### config.mk
export PLATFORM = sky130hd
export DESIGN_NAME = seq_serializer_flat
export DESIGN_NICKNAME = d
export VERILOG_FILES = /design/src/rtl/seq_pkg.sv /design/src/rtl/seq_serializer_if.sv /design/src/rtl/seq_serializer.sv /design/src/flat_wrapper.sv
export SDC_FILE = /design/constraint.sdc
export NUM_CORES = 1
export LEC_CHECK = 0
export CAP_MARGIN = 10
export CORE_MARGIN = 5
export CORE_UTILIZATION = 41
export CTS_CLUSTER_DIAMETER = 30
export DETAILED_ROUTE_END_ITERATION = 7
export GPL_ROUTABILITY_DRIVEN = 1
export PLACE_DENSITY = 0.8
export SYNTH_ARGS = -nofsm -noshare
export SYNTH_HDL_FRONTEND = slang
export SYNTH_SLANG_ARGS = --single-unit
### constraint.sdc
create_clock -name clk -period 1.5 [get_ports clk]
set_clock_uncertainty 0.15 [all_clocks]
set_input_delay 0.225 -clock clk [delete_from_list [all_inputs] [get_ports clk]]
set_output_delay 0.225 -clock clk [all_outputs]
set_load 0.03 [all_outputs]
### src/rtl/seq_pkg.sv
// Shared encodings for the 10101 serializer/detector pair: FSM state codes
// and the target bit pattern used by the detector and by benches.
package seq_pkg;

  typedef logic [1:0] seq_state_t;

  localparam seq_state_t ST_IDLE   = 2'd0;
  localparam seq_state_t ST_SHIFT  = 2'd1;
  localparam seq_state_t ST_GAP    = 2'd2;
  localparam seq_state_t ST_PARITY = 2'd3;

  localparam int         SEQ_PATTERN_W = 5;
  localparam logic [4:0] SEQ_PATTERN   = 5'b10101;

endpackage

### src/rtl/seq_serializer_if.sv
// Word-in / bit-out bus of the serializer; the serializer sits on the slave
// modport, the word source and stream monitors on the master modport.
interface seq_serializer_if #(
  parameter int WIDTH = 8
);
  logic [WIDTH-1:0] din;
  logic             din_valid;
  logic             din_ready;
  logic             xout;
  logic             xout_valid;
  logic             busy;
  logic             frame_done;

  modport master (
    output din, din_valid,
    input  din_ready, xout, xout_valid, busy, frame_done
  );

  modport slave (
    input  din, din_valid,
    output din_ready, xout, xout_valid, busy, frame_done
  );
endinterface

### src/rtl/seq_serializer.sv
// MSB-first parallel-to-serial stage feeding the 10101 detector, with GAP idle
// cycles between frames. Define SEQ_SERIALIZER_PARITY_EN to append an even-parity bit.
module seq_serializer
  import seq_pkg::*;
#(
  parameter int WIDTH = 8,
  parameter int GAP   = 0
) (
  input logic              clk,
  input logic              rst,
  seq_serializer_if.slave  bus
);

  localparam int BCW = $clog2(WIDTH);
  localparam int GCW = (GAP > 0) ? $clog2(GAP + 1) : 1;
  localparam logic [BCW-1:0] LAST_BIT = BCW'(WIDTH - 1);

  seq_state_t       state;
  logic [WIDTH-1:0] sreg;
  logic [BCW-1:0]   bcnt;
  logic [GCW-1:0]   gcnt;
`ifdef SEQ_SERIALIZER_PARITY_EN
  logic             par;
`endif

  logic last_bit;
  logic frame_end;
  logic din_ready_c;
  logic xout_c;
  logic xout_valid_c;
  logic accept;

  always_comb begin
    last_bit = (state == ST_SHIFT) && (bcnt == LAST_BIT);
`ifdef SEQ_SERIALIZER_PARITY_EN
    frame_end    = (state == ST_PARITY);
    xout_valid_c = (state == ST_SHIFT) || (state == ST_PARITY);
    xout_c       = (state == ST_SHIFT)  ? sreg[WIDTH-1] :
                   (state == ST_PARITY) ? par : 1'b0;
`else
    frame_end    = last_bit;
    xout_valid_c = (state == ST_SHIFT);
    xout_c       = (state == ST_SHIFT) ? sreg[WIDTH-1] : 1'b0;
`endif
    // With no gap, the final cycle of a frame already takes the next word.
    din_ready_c = (state == ST_IDLE) || ((GAP == 0) && frame_end);
    accept      = bus.din_valid && din_ready_c;
  end

  always_ff @(posedge clk) begin
    if (rst) begin
      state <= ST_IDLE;
      sreg  <= '0;
      bcnt  <= '0;
      gcnt  <= '0;
`ifdef SEQ_SERIALIZER_PARITY_EN
      par   <= 1'b0;
`endif
    end else begin
      case (state)
        ST_SHIFT: begin
          sreg <= {sreg[WIDTH-2:0], 1'b0};
          bcnt <= bcnt + BCW'(1);
`ifdef SEQ_SERIALIZER_PARITY_EN
          if (last_bit) state <= ST_PARITY;
`endif
        end
        ST_GAP: begin
          gcnt <= gcnt - GCW'(1);
          if (gcnt == GCW'(1)) state <= ST_IDLE;
        end
        default: ;
      endcase

      if (frame_end) begin
        if (GAP > 0) begin
          state <= ST_GAP;
          gcnt  <= GCW'(GAP);
        end else begin
          state <= ST_IDLE;
        end
      end

      // A load overrides any frame-end transition above.
      if (accept) begin
        state <= ST_SHIFT;
        sreg  <= bus.din;
        bcnt  <= '0;
`ifdef SEQ_SERIALIZER_PARITY_EN
        par   <= ^bus.din;
`endif
      end
    end
  end

  assign bus.din_ready  = din_ready_c;
  assign bus.xout       = xout_c;
  assign bus.xout_valid = xout_valid_c;
  assign bus.busy       = (state != ST_IDLE);
  assign bus.frame_done = frame_end;

endmodule
### src/flat_wrapper.sv
// flat-port wrapper written by rule: the top's interface ports become plain ports
module seq_serializer_flat import seq_pkg::*;
#(
  parameter int WIDTH = 8,
  parameter int GAP   = 0
)
  (clk, rst, bus_din, bus_din_valid, bus_din_ready, bus_xout, bus_xout_valid, bus_busy, bus_frame_done);
  seq_serializer_if #(.WIDTH(WIDTH)) bus_i ();
  input logic clk;
  input logic rst;
  input wire logic [$bits(bus_i.din)-1:0] bus_din;
  input wire logic [$bits(bus_i.din_valid)-1:0] bus_din_valid;
  output wire logic [$bits(bus_i.din_ready)-1:0] bus_din_ready;
  output wire logic [$bits(bus_i.xout)-1:0] bus_xout;
  output wire logic [$bits(bus_i.xout_valid)-1:0] bus_xout_valid;
  output wire logic [$bits(bus_i.busy)-1:0] bus_busy;
  output wire logic [$bits(bus_i.frame_done)-1:0] bus_frame_done;
  assign bus_i.din = bus_din;
  assign bus_i.din_valid = bus_din_valid;
  assign bus_din_ready = bus_i.din_ready;
  assign bus_xout = bus_i.xout;
  assign bus_xout_valid = bus_i.xout_valid;
  assign bus_busy = bus_i.busy;
  assign bus_frame_done = bus_i.frame_done;
  seq_serializer #(.WIDTH(WIDTH), .GAP(GAP)) u_core (.clk(clk), .rst(rst), .bus(bus_i));
endmodule
# Word-level counts from Yosys, hierarchy flattened

Index checks and enable logic that the tools add are counted.
Widths: inputs -> output; s select.

Input bits: 11
Bits in registers: 12
Output and inout bits: 5
Logic and storage cells: 17

Add/subtract/negate cells: 1
Reductions and logical operators: 7
Equal/unequal tests: 1
Mux-type cells: 5

Operator list:

| operator            | number |
|---|---|
| $mux 8              | 2 |
| $add 3x1->3 const B | 1 |
| $eq 3x3->1 const B  | 1 |
| $mux 1              | 3 |
| $reduce_bool 3->1   | 1 |
| $logic_and 1x1->1   | 2 |
| $logic_not 2->1     | 1 |
| $reduce_bool 2->1   | 1 |
| $reduce_or 2->1     | 1 |
| $logic_or 1x1->1    | 1 |

# Depth between registers and ports, before layout

Word-level depth: 5
Mapped depth: 7
Mapped depth without buffers: 6

# Least setup slack after synthesis

Ideal clock, no wire load.

Path type: reg-to-reg
Start point: register u_core.state[0]
End point: register u_core.sreg[1]
Cell stages (with the launch flop): 7
Path buffers: 2
Clock period less this slack: 1601 ps
Arrival: 1317 ps
Slack: -101 ps
Cell sequence: dfxtp_1 > buf_6 > nor2b_4 > buf_6 > inv_8 > a211oi_1 > nor4_1

Word-level cells in the longest chain between the ends: 4
Elaborated cells between the ends (all ways): 6
Those cells by class: 1 x mux; 5 x reduce/logical

Ends and longest elaborated chain:

| item                                                        | RTL line                                   | text |
|---|---|---|
| from (decl)                                                 | seq_serializer.sv:18                       | `seq_state_t state;` |
| from (signal assigned)                                      | seq_serializer.sv:52                       | `state <= ST_IDLE;` |
| from (signal assigned)                                      | seq_serializer.sv:70                       | `if (gcnt == GCW'(1)) state <= ST_IDLE;` |
| from (signal assigned)                                      | seq_serializer.sv:77                       | `state <= ST_GAP;` |
| $logic_not 2->1 / $logic_and 1x1->1 (equally long branches) | seq_serializer.sv:46, seq_serializer.sv:34 |  |
| $logic_or 1x1->1 *                                          | seq_serializer.sv:46                       | `din_ready_c = (state == ST_IDLE) \|\| ((GAP == 0) && frame_end);` |
| via bus_din_ready                                           | flat_wrapper.sv:13                         | `output wire logic [$bits(bus_i.din_ready)-1:0] bus_din_ready;` |
| $logic_and 1x1->1 *                                         | seq_serializer.sv:47                       | `accept = bus.din_valid && din_ready_c;` |
| $mux 8 / $reduce_bool 2->1 (equally long branches)          | --                                         |  |
| to (signal assigned)                                        | seq_serializer.sv:62                       | `sreg <= {sreg[WIDTH-2:0], 1'b0};` |
| to (signal assigned)                                        | seq_serializer.sv:87                       | `sreg <= bus.din;` |
| to (decl)                                                   | seq_serializer.sv:19                       | `logic [WIDTH-1:0] sreg;` |

The timed path passes the listed nets; every way through them passes the cells marked *.
A chain may end at the register's enable or synchronous reset.

# Worst setup path after layout

Start point: register u_core.bcnt[1]
End point: output bus_din_ready

Word-level cells in the longest chain between the ends: 3

Ends and longest elaborated chain:

| item                   | RTL line             | text |
|---|---|---|
| from (decl)            | seq_serializer.sv:20 | `logic [BCW-1:0] bcnt;` |
| from (signal assigned) | seq_serializer.sv:63 | `bcnt <= bcnt + BCW'(1);` |
| $eq 3x3->1             | seq_serializer.sv:34 | `last_bit = (state == ST_SHIFT) && (bcnt == LAST_BIT);` |
| $logic_and 1x1->1      | seq_serializer.sv:34 |  |
| $logic_or 1x1->1       | seq_serializer.sv:46 |  |
| to (decl)              | flat_wrapper.sv:13   |  |

Every way passes these cells.

==> results.ini <==
[status]
status = complete, but fails checks
violations = negative setup slack

[setup_path]
crit_chain = ha_4 -> ha_4 -> nor2b_4 -> inv_8 -> buf_6
worst_setup_path_end_kind = primary output
critPathKind = flip-flop to primary output
crit_family = flip-flops
slowest_stage = dfxtp_2
crit_buf_inv = 2
crit_arrival_ns = 1.28
r2r_cells = 7
cp_common_cell = ha_4
max_stage_delay_ns = 0.35
cp-start-kind = flip-flop
crit_cells = 5
crit_fanout = 2
worstPathRequired_ns = 1.12

[global_route]
grt_pass1_vias = 586
grt_max_degree = 13
grt_first_pass_wirelength_um = 2760
gr-total-overflow = 0
antenna_found_initial = 0
grt_usage_pct = 14.8

[floorplan]
chipWidth_um = 48.8
ios = 16
core_area_sq_mm = 0.00147
die_h_um = 48.8
start_util_pct = 42.0
row_count = 14
die_area_sq_mm = 0.00238

[synth]
synth_cell_types = 21
synth-seq-area-share_pct = 38.9
async_flop_share_pct = 0
syn_avg_cell_area_sq_um = 9.37
synth_top_cell_by_area = dfxtp_1
synthTopCellsByCount = dfxtp_1, nor2_1, a211oi_1, nor3b_1, nor4_1
synth_nets = 79
yosys-top-cells-area = dfxtp_1, a211oi_1, nor3b_1
netlist_area_sq_um = 618
ys_warn_count = 0
yosysMostFrequentCell = dfxtp_1
synth_seq_cells = 12
synth_edf_count = 0
syn_inst = 66
synthFlopType = dfxtp_1
synthDominantCellAreaShare_pct = 38.9

[routing]
vias_per_cell = 5.49
drc = 0
drt_iter0_markers = 4
dr.pass1.iters = 4
wl_per_cell_um = 15.7
drt.antenna.violating_nets = 0
vias = 571
routed_wl_um = 1640

[flow_run]
cap_viol_max_count = 0

[layout]
n_antenna_cell = 0
nets = 102
area_growth_pct = 52.4
stdcell_count = 104
fin_util_pct = 64.0
drive_above_1_share_pct = 45.5

[cts]
clockRootBuffer = clkbuf_4
path_clk_slew_ns = 0.08
cts.sinks = 12
cts_buffer_depth = 2
tritoncts = done
cts_made_buffers = 3
clkLatencyLatePin_ns = 0.27
cts_hold_buf = 0
htree_levels = 1

[sta]
whs_ns = 0.356
worst_pin_slew_ns = 0.232
grt_setup_unrepaired = yes
tns_ns = -1.26
setup_slack_ns = -0.155
slew_viol_final = 0
finalHoldViolations = 0
max_freq_ghz = 0.604
post-route-period-util_pct = 110
timing.slew.headroom_pct = 84.4
finalSetupViolCount = 13
period_needed_ns = 1.65

[placed_design]
place.gp.congestion = 0.727
dpl.cell_count = 99
port_buffers = 15

[power_and_ir_drop]
leakage_nw = 0.364
power_uw = 827
p_switching_uw = 229
clkPwrFrac_pct = 31.4
power_density_mw_per_mm2 = 878
peakVddDrop_v = 0.000632
sw_frac_of_total_pct = 27.6
pwr-share-seq_pct = 43.4
p_int_uw = 599
p_comb_share_pct = 25.1

[hold_path]
hp-class = flip-flop to flip-flop
hold_path_depth = 2

==> per-stage QoR <==
stage          cell area, sq um  setup WS (ns)
2_1_floorplan               659        0.00406
3_3_place_gp                850         -0.326
3_5_place_dp                850         -0.352
4_1_cts                     926         -0.154
5_1_grt                     942         -0.202
6_report                    942         -0.155
==> state kept, by name (all words and copies together) (netlist names) <==
name and cells:
u_core.state 1, u_core.sreg 8, u_core.bcnt 3
==> logic make-up (layout without fill, tap and decap cells) <==
logic type | Yosys count | count (layout) | share of synthesized area, %
and+or+nand+nor | 33 | 33 | 32.6
DFF | 12 | 12 | 38.9
AOI/OAI and AO/OA | 8 | 8 | 9.92
buffers and inverters | 8 | 30 | 9.92
adders and majority gates | 2 | 2 | 4.05
muxes | 2 | 2 | 3.24
xor gates and xnor gates | 1 | 1 | 1.42
==> layout make-up <==
cell class / instances / area (sq um)
sequential: 12 / 244
multi-input combinational: 46 / 394
timing repair buffer: 25 / 236
tap: 16 / 20.0
clock buffer: 4 / 36.3
fill: 117 / 529
inverter: 1 / 11.3
==> worst reg2reg max path: cells and delay by family, from the launching register on <==
family        cells  cell delay (ns)
buf+inv           2             0.22
flops             1             0.35
simple gates      3             0.53
fa+ha+maj         2             0.32
==> per-layer routing <==
layer / up-vias / share of wire (%) / GRT usage, %
li1: 282 / - / -
met1: 267 / 41 / 16.8
met2: 16 / 53 / 25.0
met3: 6 / 3.2 / 3.67
met4: 0 / 3.0 / 8.07
met5: - / 0 / 0
==> power by group through the flow <==
stage               clock (mW)  combinational, mW  sequential, mW
floorplan                    0              0.121           0.366
global placement             0              0.189           0.363
detailed placement           0              0.196           0.365
CTS                      0.261              0.203           0.359
global route             0.283              0.224           0.362
finish                   0.260              0.208           0.359
==> path summary, 6_finish.rpt <==
| check | from | endpoint | slack [ns] |
|---|---|---|---|
| worst max-delay path | u_core.bcnt[1] | bus_din_ready | -0.15 |
| worst min-delay path | u_core.sreg[7] | u_core.sreg[7] | 0.36 |
| worst max register to register | u_core.bcnt[1] | u_core.bcnt[1] | -0.13 |
| worst min register to register | u_core.sreg[7] | u_core.sreg[7] | 0.36 |
==> timing repair <==
| action | in CTS | in global routing |
|---|---|---|
| gates resized for setup | 13 | 4 |
| endpoints found under the setup margin | 13 | 14 |
| buffers inserted | 1 | 0 |
| pin swaps | 3 | 3 |
==> cell usage in the layout, fill, tap and decap left out <==
cell	instances
nor2_4	1
clkbuf_4	3
ha_4	2
nor4_1	7
dfxtp_1	9
mux2i_1	2
a32oi_1	1
buf_4	11
or2_2	1
nor3b_1	7
clkdlybuf4s50_1	10
dfxtp_2	3
nor2b_4	1
nor2_1	10
a211oi_2	7
and2_4	2
xnor2_1	1
buf_12	1
clkbuf_8	1
buf_6	3
and2_1	1
nor3_2	3
inv_8	1
No activity file was read; power rests on OpenSTA's default activity.
